$ cat config.mk
export PLATFORM = sky130hd
export DESIGN_NAME = prio_enc_stream
export DESIGN_NICKNAME = d
export VERILOG_FILES = /design/src/rtl/prio_enc_stream.sv
export SDC_FILE = /design/constraint.sdc
export NUM_CORES = 1
export LEC_CHECK = 0
export BUFFER_PORTS_ARGS = -buffer_cell sky130_fd_sc_hd__clkbuf_2
export CAP_MARGIN = 20
export CORE_AREA = 2 2 56 58
export CTS_CLUSTER_DIAMETER = 50
export DETAILED_ROUTE_END_ITERATION = 10
export DIE_AREA = 0 0 58 60
export PLACE_DENSITY = 0.72
export SETUP_SLACK_MARGIN = 0.3
export SLEW_MARGIN = 15
export SYNTH_ARGS = -nofsm -noshare
export SYNTH_HDL_FRONTEND = slang
export SYNTH_SLANG_ARGS = --single-unit
$ cat constraint.sdc
create_clock -name clk -period 5.4 [get_ports clk]
set_clock_uncertainty 0.15 [all_clocks]
set_input_delay 0.27 -clock clk [delete_from_list [all_inputs] [get_ports clk]]
set_output_delay 0.27 -clock clk [all_outputs]
set_load 0.02 [all_outputs]
$ cat src/rtl/prio_enc_stream.sv
// Streaming priority encoder: latches an N-bit request vector, then emits one beat per set bit.
// Define PRIO_ENC_LSB_FIRST_EN for ascending (LSB-first) order; default is MSB-first.
module prio_enc_stream #(
    parameter int unsigned N = 12,
    parameter int unsigned W = $clog2(N + 1)
) (
    input  logic         clk,
    input  logic         rst,
    input  logic         req_valid,
    output logic         req_ready,
    input  logic [N-1:0] req,
    output logic         out_valid,
    input  logic         out_ready,
    output logic [W-1:0] first,
    output logic [W-1:0] second,
    output logic [W-1:0] count,
    output logic         out_last
);

    typedef enum logic {
        S_IDLE,
        S_BUSY
    } state_t;

    state_t         state_q;
    logic [N-1:0]   pending_q;
    logic [N-1:0]   pending_d;
    logic [N-1:0]   top_oh;
    logic [W-1:0]   first_c;
    logic [W-1:0]   second_c;
    logic [W-1:0]   count_c;
    logic           last_c;
    logic           busy;

    // Walk from lowest to highest priority so the final hit is first and the one before it is second.
    always_comb begin
        first_c  = '0;
        second_c = '0;
        count_c  = '0;
        top_oh   = '0;
        for (int unsigned k = 0; k < N; k++) begin
            int unsigned idx;
`ifdef PRIO_ENC_LSB_FIRST_EN
            idx = N - k;
`else
            idx = k + 1;
`endif
            if (pending_q[idx-1]) begin
                second_c       = first_c;
                first_c        = W'(idx);
                top_oh         = '0;
                top_oh[idx-1]  = 1'b1;
            end
            count_c = count_c + W'(pending_q[k]);
        end
        last_c    = (count_c <= W'(1));
        pending_d = pending_q & ~top_oh;
    end

    always_ff @(posedge clk) begin
        if (rst) begin
            state_q   <= S_IDLE;
            pending_q <= '0;
        end else begin
            case (state_q)
                S_IDLE: begin
                    if (req_valid) begin
                        pending_q <= req;
                        state_q   <= S_BUSY;
                    end
                end
                S_BUSY: begin
                    if (out_ready) begin
                        pending_q <= pending_d;
                        if (last_c) state_q <= S_IDLE;
                    end
                end
                default: state_q <= S_IDLE;
            endcase
        end
    end

    assign busy      = (state_q == S_BUSY);
    assign req_ready = (state_q == S_IDLE);
    assign out_valid = busy;
    assign first     = busy ? first_c  : '0;
    assign second    = busy ? second_c : '0;
    assign count     = busy ? count_c  : '0;
    assign out_last  = busy & last_c;

endmodule
==> results.toml, run 1 <==
[die]
rows = 20
die_h_um = 60
dieWidth_um = 58
start_util_pct = 47.1
pin_count = 31
die-area_mm2 = 0.00348
core-area_mm2 = 0.00290

[worst_hold_path]
hp-start = "req[7]"
hp-class = "input port to flip-flop"

[critical_path]
cp-start-kind = "flip-flop"
crit_top_cell = "fa_1"
path_delay_family = "adder cells"
required_ns = 4.98
cp_num_buf_inv = 3
path_cells = "inv_1 -> fa_1 -> fa_1 -> fa_1 -> fa_1 -> inv_1 -> ha_1 -> fa_1 -> xor2_1 -> nor3b_1 -> and2_1 -> clkbuf_2"
cp_data_arrival_time_ns = 4.19
path_max_fanout = 10
cp-end-kind = "output port"
r2r-start = "pending_q[3]"
crit_type = "flip-flop to output port"
critPathMaxStageDelay_ns = 0.54
slowest_stage = "fa_1"
startpoint = "pending_q[3]"

[cells_and_area]
postLayoutCellArea_mm2 = 0.00147
layout_commonest_cell = "clkbuf_2"
areaGrowthSynthToFinish_pct = 7.33
multi_input_area_um2 = 921
fill_cells = 284
final_cell_mix = "clkbuf_2, inv_1, a21oi_1"
final_util_pct = 50.5
seq_area_um2 = 260
diodes = 0
nets = 224
drive_gt1_share_pct = 20.1

[logic_synthesis]
synth.distinct_cells = 47
syn_avg_cell_area_um2 = 7.94
syn_nets = 201
ys_ff_latch = 13
ys.flop_type = "dfxtp_1"
synth_edf_count = 0
synthArstFlopShare_pct = 0
yosys_warnings = 0
yosysSeqAreaShare_pct = 19.0
syn_area_mm2 = 0.00137
syn_inst = 172

[clock_network]
cts_buffers = 3
cts.root.buffer_cell = "clkbuf_4"
cts_setup_buffers = 0
cts.repair.resized = 0
cts_tree = "done"
clock_sinks = 13
cts_buffer_depth = 2
clk_latency_ns = 0.27
cts_hold_buf = 0
h-tree-depth = 1
clkTransAtPathRegs_ns = 0.08

[sta]
hold_violations = 0
setup_viol = 0
setup_tns_ns = 0
whs_ns = 0.0619
maxSlewViolCount = 0
period_minus_slack_ns = 4.61
rsz0062_at_grt = "no"
max_freq_mhz = 217
fin_crit_sh_pct = 85.3
slew_headroom_pct = 51.4
worstMarginPinSlew_ns = 0.723

[placement]
dp_hpwl_um = 2490
gp_congestion = 0.879
port_buffers = 30
dpl_cell_area_mm2 = 0.00144

[status]
status = "finished clean"

[drt]
drt_iter0_drc = 50
drt-vias-per-instance = 5.80
final_antenna_net_count = 0
routed_wl_um = 3250
dr.pass1.iters = 4
wl_per_cell_um = 14.3
post-route-drc-count = 0
num_vias = 1317

[power_and_ir_drop]
p_per_area_mw_per_mm2 = 244
peakVddDrop_v = 0.000140
leakage_nw = 0.635

[global_routing]
grt_first_pass_wirelength_um = 5510
grt_pass1_vias = 1228
antenna_found_initial = 0
grt_max_degree = 19
track_usage_pct = 20.4
overflow = 0

[run]
cap_violations = 0
## worst paths after layout
path	endpoint	slack, ns	cells after the start
max reg2reg	out_valid	1.39	11
max	out_last	0.79	12
min reg2reg	pending_q[0]	0.38	2
min	pending_q[7]	0.06	3
## worst reg2reg max path: stages (launching register included)
cell      delay, ns
dfxtp_1        0.53
inv_1          0.10
fa_1           0.46
fa_1           0.54
fa_1           0.43
fa_1           0.49
inv_1          0.04
ha_1           0.20
fa_1           0.38
xor2_1         0.16
nor3b_1        0.27
a311oi_1       0.13
## logic make-up after synthesis
kind of cell / share of synthesized area, %
flops: 19.0
buf+inv: 13.7
fa+ha+maj: 18.0
compound gates: 25.6
xor+xnor: 2.56
simple gates: 21.0
## state kept, by name (all words and copies together) (netlist names)
signal,count
out_valid,1
pending_q,12
## metal layers
| metal | global-route usage, % | up-vias | wire, µm |
|---|---|---|---|
| met5 | 0 | - | 0 |
| met2 | 34.1 | 44 | 1620 |
| met1 | 27.1 | 612 | 1450 |
| met3 | 2.60 | 4 | 153 |
| met4 | 7.31 | 0 | 34 |
| li1 | - | 657 | - |
## layout make-up
type,instances,share of cell area (%)
clock buffers,4,1.79
inverters,18,4.61
multi-input cells,129,62.8
flip-flops and latches,13,17.7
well taps,33,2.82
repair buffers,30,10.2
## cells in the mapped netlist (2+ instances only)
library cell | n | area share, %
dfxtp_1 | 13 | 19
ha_1 | 6 | 5.5
inv_1 | 17 | 4.7
nor2b_1 | 2 | 0.92
clkbuf_8 | 6 | 6.0
a22oi_1 | 3 | 1.6
a211oi_1 | 2 | 1.1
o211ai_1 | 4 | 2.2
nor2_1 | 16 | 4.4
nor3_1 | 7 | 2.6
nand4_1 | 2 | 0.92
o311a_1 | 2 | 1.5
maj3_1 | 2 | 1.5
o311ai_0 | 2 | 1.3
fa_1 | 7 | 10
xnor2_1 | 3 | 1.9
nand2_1 | 11 | 3.0
and2_1 | 5 | 2.3
o21ai_0 | 10 | 3.7
a311oi_1 | 3 | 1.9
nand3_1 | 4 | 1.5
a21oi_1 | 17 | 6.2
clkbuf_1 | 4 | 1.1
## stage by stage
| stage | setup WS, ns | instances | total power, mW |
|---|---|---|---|
| global route | 0.588 | 227 | 0.391 |
| detailed placement | 1.11 | 223 | 0.299 |
| floorplan | 1.42 | 172 | 0.261 |
| finish | 0.791 | 227 | 0.358 |
| CTS | 0.785 | 227 | 0.360 |
| global placement | 1.21 | 223 | 0.294 |
## power by group
part / total [mW] / switching (mW) / internal (mW)
registers: 0.125 / 0.0217 / 0.103
clock network: 0.0589 / 0.0303 / 0.0286
logic: 0.174 / 0.103 / 0.0714
No activity file was read; power rests on OpenSTA's default activity.
==> run 2: changes to the inputs <==
ABC_AREA = 1   (was default)
HOLD_SLACK_MARGIN = 0.08   (was default)
PLACE_DENSITY = 0.71   (was 0.72)
==> run 2 against run 1 <==
  * Sequential power is essentially flat
  * Sequential share of layout area shrank 1.3 points
  * Area after synthesis shrank 2.0%
  * Core utilization grew 4.1 points
  * First-iteration DRC count shrank 18%
  * Via count grew 6.1%
  * Count of clock-buffer cells in the layout is the same
  * Cell count grew 20%
  * Global-route usage grew 0.37 points
  * Worst hold slack gained 0.018 ns
  * Critical endpoint unchanged
==> results.toml, run 2 <==
[logic_synthesis]
yosysSeqAreaShare_pct = 19.4
syn_avg_cell_area_um2 = 6.56
synth_top_area_share_pct = 19.4
yosys.area.top_type = "dfxtp_1"
syn_nets = 233
syn_area_mm2 = 0.00134
synth.most_common_cell = "nand2_1"
synth_area_leaders = "dfxtp_1, nand2_1, fa_1"
ys.flop_type = "dfxtp_1"
synthArstFlopShare_pct = 0
synth_commonest_cells = "nand2_1, inv_1, a21oi_1"
syn_inst = 204
synth_edf_count = 0
yosys_warnings = 0
ys_ff_latch = 13
synth.distinct_cells = 32

[clock_network]
clock_sinks = 13
cts_setup_buffers = 0
cts_buffers = 3
cts.root.buffer_cell = "clkbuf_4"
cts_buffer_depth = 2
cts_tree = "done"
h-tree-depth = 1
clk_latency_ns = 0.29
clkTransAtPathRegs_ns = 0.09

[critical_path]
crit_type = "flip-flop to output port"
cp-end-kind = "output port"
path_max_fanout = 7
cp-start-kind = "flip-flop"
required_ns = 4.98
cp_data_arrival_time_ns = 4.00

[drt]
final_antenna_net_count = 0
dr.pass1.iters = 4
routed_wl_um = 3250
num_vias = 1397
wl_per_cell_um = 11.9
drt_iter0_drc = 41
drt-vias-per-instance = 5.14
post-route-drc-count = 0

[cells_and_area]
fill_cells = 319
areaGrowthSynthToFinish_pct = 18.4
largest_register = "pending_q"
diodes = 0
drive_gt1_share_pct = 23.0
largest_register_ffs = 12
postLayoutCellArea_mm2 = 0.00159
seq_area_um2 = 260
final_cell_mix = "nand2_1, clkbuf_2, inv_1"
layout_commonest_cell = "nand2_1"
nets = 269
multi_input_area_um2 = 908

[die]
dieWidth_um = 58
rows = 20
core-area_mm2 = 0.00290
start_util_pct = 46.1
die-area_mm2 = 0.00348
pin_count = 31
die_h_um = 60

[sta]
period_minus_slack_ns = 4.42
rsz0062_at_grt = "no"
setup_viol = 0
max_freq_mhz = 226
slew_headroom_pct = 58.9
fin_crit_sh_pct = 81.9
worstMarginPinSlew_ns = 0.616
maxSlewViolCount = 0
hold_violations = 0
setup_tns_ns = 0

[power_and_ir_drop]
leakage_nw = 0.813
peakVddDrop_v = 0.000217
p_per_area_mw_per_mm2 = 262

[placement]
dpl_cell_area_mm2 = 0.00150
dp_hpwl_um = 2560
port_buffers = 30
gp_congestion = 0.869

[global_routing]
grt_pass1_vias = 1248
grt_max_degree = 17
overflow = 0
antenna_found_initial = 0
track_usage_pct = 20.8
grt_first_pass_wirelength_um = 5600

[worst_hold_path]
hp-class = "input port to flip-flop"

[status]
status = "finished clean"

[run]
cap_violations = 0
## run 2: stage by stage
| stage | power [mW] | std cells | util (%) | worst slack, ns | hold slack, ns |
|---|---|---|---|---|---|
| final | 0.416 | 272 | 54.6 | 0.978 | 0.0797 |
| after floorplan | 0.295 | 204 | - | 1.40 | 0.267 |
| after CTS | 0.418 | 272 | 54.6 | 0.960 | 0.0801 |
| after global placement | 0.347 | 262 | 51.6 | 1.37 | 0.357 |
| after detailed placement | 0.351 | 262 | 51.6 | 1.28 | 0.362 |
| after global routing | 0.455 | 272 | 54.6 | 0.832 | 0.0961 |
## run 2: kinds of logic after synthesis
kind of cell / count (synthesis) / share of synthesized area [%]
buffers and inverters: 42 / 12.7
adders and majority gates: 13 / 16.1
DFF: 13 / 19.4
AOI/OAI and AO/OA: 51 / 23.2
xor gates and xnor gates: 1 / 0.654
and+or+nand+nor: 84 / 27.9
## run 2: report_power, final
part           total, mW  switching (mW)  internal, mW
Combinational      0.228           0.143        0.0846
Sequential         0.124          0.0201         0.104
Clock             0.0639          0.0352        0.0287
Total              0.416           0.198         0.218
## run 2: cell type report
type,count,area share [%]
multi-input cells,149,57.3
flip-flops and latches,13,16.4
clock buffers,4,1.66
repair buffers,36,13.3
well taps,33,2.60
inverters,37,8.76
## run 2: worst max-delay path, stage by stage, from the launching register on
cell,delay [ns]
dfxtp_1,0.45
inv_1,0.11
fa_1,0.48
fa_1,0.53
fa_1,0.43
fa_1,0.49
inv_1,0.04
ha_1,0.19
fa_1,0.39
xor2_1,0.17
nor2_1,0.09
nand2_1,0.08
nor2_1,0.09
clkbuf_2,0.17
## run 2: worst paths after layout
path                     start           end  slack [ns]  cells after the start
setup / recovery  pending_q[1]      out_last        0.98                     13
hold / removal          req[4]  pending_q[4]        0.08                      3
setup reg to reg  pending_q[1]     out_valid        1.49                     13
hold reg to reg   pending_q[0]  pending_q[0]        0.39                      2
## run 2: repair_timing
item                      in CTS  in global routing
gates resized for setup        0                  0
hold endpoints to repair       6                  0
hold buffers                   6                  0
## run 2: layer usage
layer	vias to the layer above	track usage, %	wire [µm]
li1	727	-	-
met1	644	28.6	1580
met2	22	34.7	1540
met3	4	1.95	87
met4	0	5.98	37
met5	-	0	0
